[src/rtl/mips_defs_pkg.sv]
// Shared CPU definitions: funct codes, ALU control constants and the
// multiply/divide controller state encoding.
package mips_defs_pkg;

    localparam logic [5:0] FUNCT_MFHI  = 6'b010000;
    localparam logic [5:0] FUNCT_MFLO  = 6'b010010;
    localparam logic [5:0] FUNCT_MULT  = 6'b011000;
    localparam logic [5:0] FUNCT_MULTU = 6'b011001;
    localparam logic [5:0] FUNCT_DIV   = 6'b011010;
    localparam logic [5:0] FUNCT_DIVU  = 6'b011011;

    localparam logic [3:0] ALU_CTRL_AND = 4'b0000;
    localparam logic [3:0] ALU_CTRL_OR  = 4'b0001;
    localparam logic [3:0] ALU_CTRL_ADD = 4'b0010;
    localparam logic [3:0] ALU_CTRL_SUB = 4'b0110;
    localparam logic [3:0] ALU_CTRL_SLT = 4'b0111;
    localparam logic [3:0] ALU_CTRL_NOR = 4'b1100;

    typedef enum logic [1:0] {
        MD_IDLE = 2'd0,
        MD_CALC = 2'd1,
        MD_FIX  = 2'd2
    } md_state_e;

    function automatic logic is_muldiv_funct(input logic [5:0] f);
        return (f == FUNCT_MULT) || (f == FUNCT_MULTU) ||
               (f == FUNCT_DIV)  || (f == FUNCT_DIVU);
    endfunction

endpackage

[src/rtl/mul_div_ctrl_if.sv]
// EX-stage <-> multiply/divide unit signal bundle; the CPU side is the
// master, the unit is the slave.
interface mul_div_ctrl_if;
    logic        start;
    logic [5:0]  funct;
    logic [31:0] a;
    logic [31:0] b;
    logic        rd_hilo;
    logic        busy;
    logic        stall;
    logic        done;
    logic [31:0] hi;
    logic [31:0] lo;

    modport master (
        output start, funct, a, b, rd_hilo,
        input  busy, stall, done, hi, lo
    );

    modport slave (
        input  start, funct, a, b, rd_hilo,
        output busy, stall, done, hi, lo
    );
endinterface

[src/rtl/mul_div_ctrl.sv]
// Iterative 32x32 multiply / 32/32 divide unit owning HI/LO: 32 radix-2
// steps on magnitudes through one shared adder, then a sign fix-up cycle.
module mul_div_ctrl
    import mips_defs_pkg::*;
(
    input  logic           clk,
    input  logic           reset,
    mul_div_ctrl_if.slave  md
);

    function automatic logic [31:0] neg32(input logic [31:0] v);
        return ~v + 32'd1;
    endfunction

    function automatic logic [63:0] neg64(input logic [63:0] v);
        return ~v + 64'd1;
    endfunction

    function automatic logic [31:0] mag32(input logic [31:0] v);
        return v[31] ? neg32(v) : v;
    endfunction

    md_state_e   state_q, state_d;
    logic        launch;
    logic [4:0]  cnt_q;
    logic [63:0] acc_q;
    logic [31:0] opnd_q;
    logic        is_div_q;
    logic        neg_q_q;
    logic        neg_r_q;
    logic [31:0] hi_q, lo_q;
    logic        done_q;

    logic        op_signed, op_div;
    logic [31:0] a_in, b_in;
    logic [32:0] alu_lhs, alu_rhs_x;
    logic [31:0] alu_rhs;
    logic [33:0] alu_sum;
    logic [63:0] acc_step;
    logic [63:0] result;

    assign op_signed = (md.funct == FUNCT_MULT) || (md.funct == FUNCT_DIV);
    assign op_div    = (md.funct == FUNCT_DIV)  || (md.funct == FUNCT_DIVU);
    assign a_in      = op_signed ? mag32(md.a) : md.a;
    assign b_in      = op_signed ? mag32(md.b) : md.b;

    always_ff @(posedge clk) begin
        if (reset) state_q <= MD_IDLE;
        else       state_q <= state_d;
    end

    always_comb begin
        state_d = state_q;
        launch  = 1'b0;
        case (state_q)
            MD_IDLE: if (md.start && is_muldiv_funct(md.funct)) begin
                state_d = MD_CALC;
                launch  = 1'b1;
            end
            MD_CALC: if (cnt_q == 5'd31) state_d = MD_FIX;
            MD_FIX:  state_d = MD_IDLE;
            default: state_d = MD_IDLE;
        endcase
    end

    // One adder: multiply adds the operand into the upper half when the
    // LSB is set; divide subtracts it from the 33-bit shifted remainder.
    assign alu_rhs   = (is_div_q || acc_q[0]) ? opnd_q : 32'd0;
    assign alu_lhs   = is_div_q ? acc_q[63:31] : {1'b0, acc_q[63:32]};
    assign alu_rhs_x = is_div_q ? ~{1'b0, alu_rhs} : {1'b0, alu_rhs};
    assign alu_sum   = {1'b0, alu_lhs} + {1'b0, alu_rhs_x} + {33'd0, is_div_q};

    always_comb begin
        acc_step = {alu_sum[32:0], acc_q[31:1]};
        if (is_div_q) begin
            acc_step = alu_sum[33] ? {alu_sum[31:0], acc_q[30:0], 1'b1}
                                   : {acc_q[62:0], 1'b0};
        end
    end

    // A zero divisor keeps the all-ones quotient unsigned-looking even for div.
    always_comb begin
        result = neg_q_q ? neg64(acc_q) : acc_q;
        if (is_div_q) begin
            result[31:0]  = (neg_q_q && (opnd_q != 32'd0)) ? neg32(acc_q[31:0]) : acc_q[31:0];
            result[63:32] = neg_r_q ? neg32(acc_q[63:32]) : acc_q[63:32];
        end
    end

    always_ff @(posedge clk) begin
        if (reset) begin
            cnt_q    <= 5'd0;
            acc_q    <= 64'd0;
            opnd_q   <= 32'd0;
            is_div_q <= 1'b0;
            neg_q_q  <= 1'b0;
            neg_r_q  <= 1'b0;
            hi_q     <= 32'd0;
            lo_q     <= 32'd0;
            done_q   <= 1'b0;
        end else begin
            done_q <= 1'b0;
            if (launch) begin
                cnt_q    <= 5'd0;
                acc_q    <= {32'd0, op_div ? a_in : b_in};
                opnd_q   <= op_div ? b_in : a_in;
                is_div_q <= op_div;
                neg_q_q  <= op_signed & (md.a[31] ^ md.b[31]);
                neg_r_q  <= op_signed & op_div & md.a[31];
            end else if (state_q == MD_CALC) begin
                acc_q <= acc_step;
                cnt_q <= cnt_q + 5'd1;
            end else if (state_q == MD_FIX) begin
                hi_q   <= result[63:32];
                lo_q   <= result[31:0];
                done_q <= 1'b1;
                cnt_q  <= 5'd0;
            end
        end
    end

    assign md.busy  = (state_q != MD_IDLE);
    assign md.stall = (md.busy & md.rd_hilo) | (md.busy & md.start);
    assign md.done  = done_q;
    assign md.hi    = hi_q;
    assign md.lo    = lo_q;

endmodule

[src/flat_wrapper.sv]
// flat-port wrapper written by rule: the top's interface ports become plain ports
module mul_div_ctrl_flat import mips_defs_pkg::*;
  (clk, reset, md_start, md_funct, md_a, md_b, md_rd_hilo, md_busy, md_stall, md_done, md_hi, md_lo);
  mul_div_ctrl_if md_i ();
  input  logic clk;
  input  logic reset;
  input wire logic [$bits(md_i.start)-1:0] md_start;
  input wire logic [$bits(md_i.funct)-1:0] md_funct;
  input wire logic [$bits(md_i.a)-1:0] md_a;
  input wire logic [$bits(md_i.b)-1:0] md_b;
  input wire logic [$bits(md_i.rd_hilo)-1:0] md_rd_hilo;
  output wire logic [$bits(md_i.busy)-1:0] md_busy;
  output wire logic [$bits(md_i.stall)-1:0] md_stall;
  output wire logic [$bits(md_i.done)-1:0] md_done;
  output wire logic [$bits(md_i.hi)-1:0] md_hi;
  output wire logic [$bits(md_i.lo)-1:0] md_lo;
  assign md_i.start = md_start;
  assign md_i.funct = md_funct;
  assign md_i.a = md_a;
  assign md_i.b = md_b;
  assign md_i.rd_hilo = md_rd_hilo;
  assign md_busy = md_i.busy;
  assign md_stall = md_i.stall;
  assign md_done = md_i.done;
  assign md_hi = md_i.hi;
  assign md_lo = md_i.lo;
  mul_div_ctrl u_core (.clk(clk), .reset(reset), .md(md_i));
endmodule
[config.mk]
export PLATFORM = sky130hd
export DESIGN_NAME = mul_div_ctrl_flat
export DESIGN_NICKNAME = d
export VERILOG_FILES = /design/src/rtl/mips_defs_pkg.sv /design/src/rtl/mul_div_ctrl_if.sv /design/src/rtl/mul_div_ctrl.sv /design/src/flat_wrapper.sv
export SDC_FILE = /design/constraint.sdc
export NUM_CORES = 1
export LEC_CHECK = 0
export ABC_AREA = 0
export ABC_CLOCK_PERIOD_IN_PS = 6400
export CELL_PAD_IN_SITES_DETAIL_PLACEMENT = 1
export CELL_PAD_IN_SITES_GLOBAL_PLACEMENT = 1
export CORE_MARGIN = 2
export CORE_UTILIZATION = 46
export DETAILED_ROUTE_END_ITERATION = 7
export PLACE_DENSITY_LB_ADDON = 0.15
export SETUP_SLACK_MARGIN = 0.3
export SLEW_MARGIN = 10
export SYNTH_ARGS = -nofsm -noshare
export SYNTH_HDL_FRONTEND = slang
export SYNTH_SLANG_ARGS = --single-unit
export TNS_END_PERCENT = 20
[constraint.sdc]
create_clock -name clk -period 6.4 [get_ports clk]
set_input_delay 1.6 -clock clk [delete_from_list [all_inputs] [get_ports clk]]
set_output_delay 1.6 -clock clk [all_outputs]
set_load 0.01 [all_outputs]
# Yosys cells after proc, flatten, opt, wreduce, memory -nomap -nowiden

Cells that the tools add are included.

Mux-type cells: 25
Reductions and logical operators: 17
Bitwise operators: 15
Add/sub/neg operators: 8
Equality and inequality tests: 9

Operators by type and width:

| cell                    | count |
|---|---|
| $mux W32                | 11 |
| $mux W64                | 4 |
| $add A32 B1 Y32 const B | 4 |
| $not A32 Y32            | 4 |
| $mux W33                | 2 |
| $add A64 B1 Y64 const B | 1 |
| $not A64 Y64            | 1 |
| $add A33 B33 Y34        | 1 |
| $add A34 B1 Y34         | 1 |
| $not A32 Y33            | 1 |
| $reduce_bool A32 Y1     | 1 |
| $eq A6 B5 Y1 const B    | 4 |
| $mux W5                 | 2 |
| $logic_or A1 B1 Y1      | 6 |
| $reduce_bool A2 Y1      | 3 |
| $add A5 B1 Y5 const B   | 1 |
| $and A1 B1 Y1           | 5 |
| $eq A5 B5 Y1 const B    | 1 |
| $mux W2                 | 2 |
| $ne A2 B1 Y1 const B    | 2 |
| $pmux W2 S2             | 1 |
| $mux W1                 | 3 |
| $reduce_and A3 Y1       | 1 |
| $reduce_or A3 Y1        | 1 |
| other kinds (9)         | 11 |

Input bits: 74
Word-level logic and storage cells: 85
Output and inout port bits: 67
Bits in registers: 171

# Logic depth before layout (Yosys ltp)

Gate-level depths: netlist of the first run.

Depth after elaboration: 10
Gate-level depth with buffers: 18
Depth with buffers taken out: 15

# Least setup slack after synthesis of the first run

Ideal clock, no wire load.

Kind: register to register
Start point: register u_core.is_div_q
End point: register u_core.acc_q[45]
Cell stages (with the launch flop): 18
Setup slack: 2.073 ns
Period minus slack after synthesis: 4.327 ns
Library setup time: 0.116 ns
Required time: 6.284 ns
Buffers on the path: 6
Arrival: 4.211 ns
Path through: dfxtp_1 clkbuf_1 clkbuf_1 buf_1 clkbuf_1 mux2_2 ha_1 nand2_1 o31ai_2 nand4_1 a311oi_1 o2111ai_1 and3_1 clkbuf_1 clkbuf_1 nand2_1 a31oi_1 a31o_2

Cells in the longest elaborated chain, start to end: 8
Elaborated cells on any way between the ends: 9
Classes of those cells: add/sub: 2; mux: 5; bitwise: 1; reduce/logical: 1

RTL lines:

| element                | line                | text |
|---|---|---|
| start, declared        | mul_div_ctrl.sv:28  | `logic is_div_q;` |
| start signal, assigned | mul_div_ctrl.sv:107 | `is_div_q <= op_div;` |
| $logic_or A1 B1 Y1     | mul_div_ctrl.sv:68  | `assign alu_rhs = (is_div_q \|\| acc_q[0]) ? opnd_q : 32'd0;` |
| $mux W32               | mul_div_ctrl.sv:68  |  |
| $not A32 Y33           | mul_div_ctrl.sv:70  | `assign alu_rhs_x = is_div_q ? ~{1'b0, alu_rhs} : {1'b0, alu_rhs};` |
| $mux W33               | mul_div_ctrl.sv:70  |  |
| $add A33 B33 Y34       | mul_div_ctrl.sv:71  | `assign alu_sum = {1'b0, alu_lhs} + {1'b0, alu_rhs_x} + {33'd0, is_div_q};` |
| $add A34 B1 Y34        | mul_div_ctrl.sv:71  |  |
| $mux W64               | mul_div_ctrl.sv:76  | `acc_step = alu_sum[33] ? {alu_sum[31:0], acc_q[30:0], 1'b1}` |
| $mux W64 (*)           | mul_div_ctrl.sv:75  | `if (is_div_q) begin` |
| end signal, assigned   | mul_div_ctrl.sv:105 | `acc_q <= {32'd0, op_div ? a_in : b_in};` |
| end signal, assigned   | mul_div_ctrl.sv:111 | `acc_q <= acc_step;` |
| end, declared          | mul_div_ctrl.sv:26  | `logic [63:0] acc_q;` |

Mark *: on every way between the ends. The rest lies on a longest branch, timed or not.
A chain may end at the register's enable or synchronous reset.

# Final worst setup path of the first run

Start point: register u_core.is_div_q
End point: register u_core.acc_q[0]

Cells in the longest elaborated chain, start to end: 10
Elaborated cells on any way between the ends: 11
Classes of those cells: add/sub: 2; mux: 7; bitwise: 1; reduce/logical: 1

RTL lines:

| element            | line                | text |
|---|---|---|
| $logic_or A1 B1 Y1 | mul_div_ctrl.sv:68  |  |
| $mux W32           | mul_div_ctrl.sv:68  |  |
| $not A32 Y33       | mul_div_ctrl.sv:70  |  |
| $mux W33           | mul_div_ctrl.sv:70  |  |
| $add A33 B33 Y34   | mul_div_ctrl.sv:71  |  |
| $add A34 B1 Y34    | mul_div_ctrl.sv:71  |  |
| $mux W64           | mul_div_ctrl.sv:76  |  |
| $mux W64 (*)       | mul_div_ctrl.sv:75  |  |
| $mux W32 (*)       | mul_div_ctrl.sv:110 | `end else if (state_q == MD_CALC) begin` |
| $mux W32 (*)       | mul_div_ctrl.sv:103 | `if (launch) begin` |

Mark *: on every way between the ends. The rest lies on a longest branch, timed or not. The select of a mux whose other input is x is not followed.

==> results_dict.tcl, run 1 <==
set metrics [dict create \
    outcome "finished, final reports clean" \
    power_frac_comb_pct 12.4 \
    start_util_pct 46.9 \
    yosys.area.top_type "dfxtp_1" \
    drc 0 \
    vias_per_cell 6.15 \
    syn_nets 1900 \
    rows 61 \
    die-area_sq_mm 0.0299 \
    synth_ff_type "dfxtp_1" \
    final_antenna_net_count 0 \
    clock_skew_ps 11.7 \
    dr.pass1.iters 5 \
    ir_worst_vdd_mv 0.129 \
    critical-path-slowest-cell "dfxtp_4" \
    critical-path-top-delay-family "compound AO/OA/AOI/OAI gates" \
    fillCellCount 3520 \
    clkSinkCount 171 \
    clock_latency_ps 450 \
    path_class "reg -> reg" \
    required_ps 6740 \
    slew_headroom_pct 19.2 \
    p_sw_mw 0.707 \
    path_buf_inv 1 \
    core_area_sq_mm 0.0279 \
    grt_max_degree 104 \
    rrSetupSlack_ps 1100 \
    r2r_start "u_core.is_div_q" \
    internal_power_mw 1.76 \
    clockBufferDepth 2 \
    place_inst 2180 \
    min_from "u_core.opnd_q[26]" \
    ys_async_sr_fraction_pct 0 \
    crit_path_start_kind "flop" \
    crit_top_cell "a21oi_1" \
    powerDensity_mw_per_mm2 162 \
    via_count 13600 \
    layout.cells.non_filler 2212 \
    p_leak_nw 5.39 \
    antenna_cells 0 \
    p_seq_share_pct 44.6 \
    synth_top_area_share_pct 26.1 \
    cts_hold_buf 0 \
    clk_pin_slew_ps 80 \
    rsz0062_at_grt "false" \
    overflow 0 \
    ys_ff_latch 171 \
    die_h_microns 173 \
    cts_tree "built" \
    avgSynthCellArea_sq_um 7.35 \
    period_minus_slack_ps 5300 \
    cts_inserted_buffers 17 \
    setup_viol 0 \
    critPathMaxStageDelay_ps 970 \
    placement.io_buffers 140 \
    finalWirelength_mm 45.6 \
    clock-root-buffer "clkbuf_16" \
    drtIter0Drc 821 \
    syn2layout_area_growth_pct 15.6 \
    crit_chain "buf_4 > mux2_2 > ha_1 > nand2_1 > o31ai_2 > nand4_1 > a311oi_1 > o2111ai_1 > and3_1 > a21oi_1 > a21oi_1 > a211oi_1" \
    grt.total_usage_pct 29.7 \
    place_congestion 0.914 \
    worst_slew_pin_slew_ps 1210 \
    maxSlewViolCount 0 \
    die_x_microns 173 \
    hold_violations 0 \
    hp-class "reg -> reg" \
    cap_viol_max_count 0 \
    setup_tns_ps 0 \
    path_max_fanout 69 \
    synth_edf_count 0 \
    grt_pass1_wl_mm 72.4 \
    synth.top_cells.by_area "dfxtp_1 (26%), nand2_1 (7.5%), xor2_1 (5.1%)" \
    pwr-share-clk_pct 43.0 \
    ys_warn_count 0 \
    post_drt_wl_per_cell_microns 20.6 \
    synth_cell_types 73 \
    cts_setup_buffers 0 \
    worst_setup_path_end_kind "flop" \
    finalCritPeriodShare_pct 82.8 \
    htree_num_levels 4 \
    grt_pass1_vias 13300 \
    critPathLaunch "u_core.is_div_q" \
    cts.repair.resized 0 \
    synthCells 1785 \
    synth.cell_area_sq_mm 0.0131 \
    antenna_found_initial 0 \
    switching_share_pct 28.7 \
    final_nets 1936 \
    critPathArrivalTime_ps 5640 \
    max_freq_mhz 189 \
    ys_seq_area_share_pct 26.1 \
    dp_hpwl_mm 34.1 \
    drive_above_1_share_pct 6.43 \
    pin_count 141 \
]
-- routing by layer --
layer / up-vias / wire [microns] / global-route usage, % / share of wire (%)
li1: 6506 / - / - / -
met1: 6657 / 21800 / 42.4 / 48
met2: 372 / 20700 / 47.9 / 45
met3: 62 / 2380 / 3.65 / 5.2
met4: 0 / 726 / 6.60 / 1.6
met5: - / 0 / 0 / 0
-- metrics by stage --
step	instance area, sq um	total power [mW]	hold WS (ps)	util [%]	setup slack [ps]
floorplan	13100	1.30	440	-	2070
global placement	14600	1.41	450	52.2	1430
detailed placement	14600	1.42	462	52.2	1300
CTS	15200	2.46	472	54.3	1230
global route	15200	2.53	498	54.3	804
finish	15200	2.46	469	54.3	1100
-- power by group through the flow --
stage	Sequential [mW]	Clock, mW	Combinational (mW)
2_1_floorplan	1.11	0	0.187
3_3_place_gp	1.12	0	0.292
3_5_place_dp	1.12	0	0.299
4_1_cts	1.10	1.06	0.302
5_1_grt	1.10	1.10	0.332
6_report	1.10	1.06	0.305
-- area by class of cell --
cell class,instances,area [sq um],share of cell area [%]
clock buffers,20,447,2.95
clock inverters,12,136,0.900
inverters,36,135,0.891
multi-input cells,1438,9020,59.5
flip-flops and latches,171,3430,22.6
well taps,378,473,3.12
repair buffers,157,1520,10.0
-- cells in the mapped netlist (32+ instances only) --
library cell / n
dfxtp_1: 171
mux2i_1: 53
nand2_1: 262
inv_1: 35
o21ai_0: 131
a21oi_1: 131
xnor2_1: 70
o211ai_1: 74
xor2_1: 76
a211oi_1: 61
ha_1: 40
clkbuf_1: 120
a31oi_1: 32
nor2_1: 156
nand3_1: 35
-- tightest hold or removal path: stages, from the launching register on --
cell     delay [ps]
dfxtp_1         320
nand2_1          50
a21oi_1          50
-- kinds of logic (layout without fill, tap and decap cells) --
| family | after synthesis | in the layout | share of synthesized area, % |
|---|---|---|---|
| AOI/OAI and AO/OA | 567 | 567 | 27.7 |
| xor gates and xnor gates | 146 | 146 | 9.75 |
| adders and majority gates | 41 | 41 | 3.97 |
| buffers and inverters | 176 | 225 | 5.36 |
| DFF | 171 | 171 | 26.1 |
| muxes | 81 | 81 | 6.45 |
| and+or+nand+nor | 603 | 603 | 20.7 |
-- cell usage in the layout, fill, tap and decap left out, drive strengths merged, types with 19 or more instances in the layout --
cell / count
nand3: 35
xnor2: 70
buf: 19
nand2: 263
mux2i: 53
a211oi: 61
o211ai: 74
inv: 39
dfxtp: 171
a21oi: 132
a21o: 24
clkdlybuf4s50: 138
o31ai: 20
ha: 40
nor4: 21
a31oi: 32
mux2: 28
nor2: 157
o21ai: 146
xor2: 76
clkbuf: 20
nor3: 30
-- path summary, 6_finish.rpt --
kind | end | depth (start not counted)
worst max-delay path | u_core.acc_q[0] | 12
worst min-delay path | u_core.opnd_q[26] | 2
worst max register to register | u_core.acc_q[0] | 12
worst min register to register | u_core.opnd_q[26] | 2
-- registers in the layout, summed over array words and instances (netlist names), 2 cells and up --
| name | flops |
|---|---|
| u_core.state_q | 2 |
| u_core.md.hi | 32 |
| u_core.md.lo | 32 |
| u_core.acc_q | 64 |
| u_core.opnd_q | 32 |
| u_core.cnt_q | 5 |
No activity file was read; power rests on OpenSTA's default activity.
==> run 2: changes to the inputs <==
ABC_CLOCK_PERIOD_IN_PS = 4400   (was 6400)
CORE_UTILIZATION = 38   (was 46)
clock period = 4.4 ns   (was 6.4 ns; I/O delays follow)
==> results_dict.tcl, run 2 (synthesis gave the netlist of run 1 again) <==
set metrics [dict create \
    die_x_microns 190 \
    worst_setup_path_end_kind "flop" \
    clock_latency_ps 450 \
    pin_count 141 \
    setup_ws_ps 424 \
    clock_skew_ps 12.9 \
    cts_setup_buffers 0 \
    dr.pass1.iters 5 \
    crit_path_start_kind "flop" \
    place_inst 2287 \
    overflow 0 \
    path_class "reg -> reg" \
    finalInstanceArea_sq_mm 0.0155 \
    maxSlewViolCount 0 \
    grt_pass1_wl_mm 72.7 \
    cts_hold_buf 0 \
    grt_pass1_vias 12900 \
    dpl_cell_area_sq_mm 0.0149 \
    critPathLaunch "u_core.is_div_q" \
    finalCritPeriodShare_pct 90.4 \
    setup_tns_ps 0 \
    htree_num_levels 4 \
    start_util_pct 38.2 \
    clk_pin_slew_ps 70 \
    final_cell_mix "nand2_1 (262), dfxtp_1 (170), nor2_1 (155)" \
    placement.io_buffers 140 \
    clock-root-buffer "clkbuf_16" \
    ir_worst_vdd_mv 0.285 \
    clockBufferDepth 2 \
    drtIter0Drc 693 \
    outcome "finished, final reports clean" \
    finalWirelength_mm 46.7 \
    cts_tree "built" \
    rsz0062_at_grt "true" \
    place_ws_ps 362 \
    drc 0 \
    regMostFlops "u_core.acc_q" \
    powerDensity_mw_per_mm2 230 \
    fin_util_pct 45.3 \
    layout_commonest_cell "nand2_1" \
    grt_max_degree 94 \
    vias_per_cell 5.77 \
    rows 68 \
    grt.total_usage_pct 25.6 \
    max_freq_mhz 252 \
    cts.repair.resized 0 \
    seqCellArea_sq_mm 0.00343 \
    cap_viol_max_count 0 \
    fillCellCount 4209 \
    final_antenna_net_count 0 \
    p_leak_nw 5.57 \
    syn2layout_area_growth_pct 18.4 \
    dp_hpwl_mm 35.8 \
    core_area_sq_mm 0.0343 \
    slew_headroom_pct 19.2 \
    largest_reg_flops 64 \
    die_h_microns 190 \
    worst_slew_pin_slew_ps 1210 \
    r2r_start "u_core.is_div_q" \
    hold_violations 0 \
    cts_inserted_buffers 17 \
    critPathArrivalTime_ps 4280 \
    power_mw 3.57 \
    period_minus_slack_ps 3980 \
    required_ps 4700 \
    via_count 13400 \
    clkSinkCount 171 \
    place_congestion 0.890 \
    final_nets 1966 \
    post_drt_wl_per_cell_microns 20.1 \
    antenna_found_initial 0 \
    multi_input_area_sq_mm 0.00902 \
    path_max_fanout 24 \
    setup_viol 0 \
    hold_ws_ps 484 \
    die-area_sq_mm 0.0360 \
    drive_above_1_share_pct 8.05 \
    hp-class "reg -> reg" \
    min_from "u_core.md.lo[9]" \
    layout.cells.non_filler 2320 \
]
[run 2: cell types whose count changed in the layout (fill, tap and decap cells not counted), sizes merged]
cell	delta
clkbuf	+1
clkinv	+2
buf	+30
inv	-2
diode	+1
clkinvlp	-1
[run 2: per-layer routing]
metal,vias up,part of all wire [%],track usage (%)
li1,6561,-,-
met3,41,3.2,2.20
met2,274,45,40.9
met5,-,0,0
met1,6500,50,36.9
met4,0,1.8,6.77
[run 2: worst paths after layout]
path                 endpoint  slack (ps)  depth (start not counted)
max          u_core.acc_q[60]         420                         13
min           u_core.md.lo[9]         480                          2
max reg2reg  u_core.acc_q[60]         420                         13
min reg2reg   u_core.md.lo[9]         480                          2
[run 2: final cells by class]
| cell class | count | area share, % |
|---|---|---|
| sequential | 171 | 22.1 |
| clock inverter | 11 | 0.709 |
| clock buffer | 21 | 3.03 |
| antenna | 1 | 0.0161 |
| tap | 455 | 3.67 |
| timing repair buffer | 187 | 11.5 |
| multi-input combinational | 1438 | 58.1 |
| inverter | 36 | 0.894 |
[run 2: worst max-delay path, stage by stage (launching register included)]
cell and delay (ps):
dfxtp_4 400, clkinvlp_4 260, buf_4 300, o21ai_0 450, ha_1 310, nand3_1 220
or3_1 500, o21ai_0 300, buf_4 180, nand3_1 130, nor3_1 320, nor3_1 90
a211oi_1 230, o32ai_1 120
[run 2: report_power, final]
group / switching, mW / leakage [nW] / internal, mW
registers: 0.0296 / 1.38 / 1.56
logic: 0.271 / 3.91 / 0.184
clock network: 0.693 / 0.282 / 0.833
total: 0.994 / 5.57 / 2.58
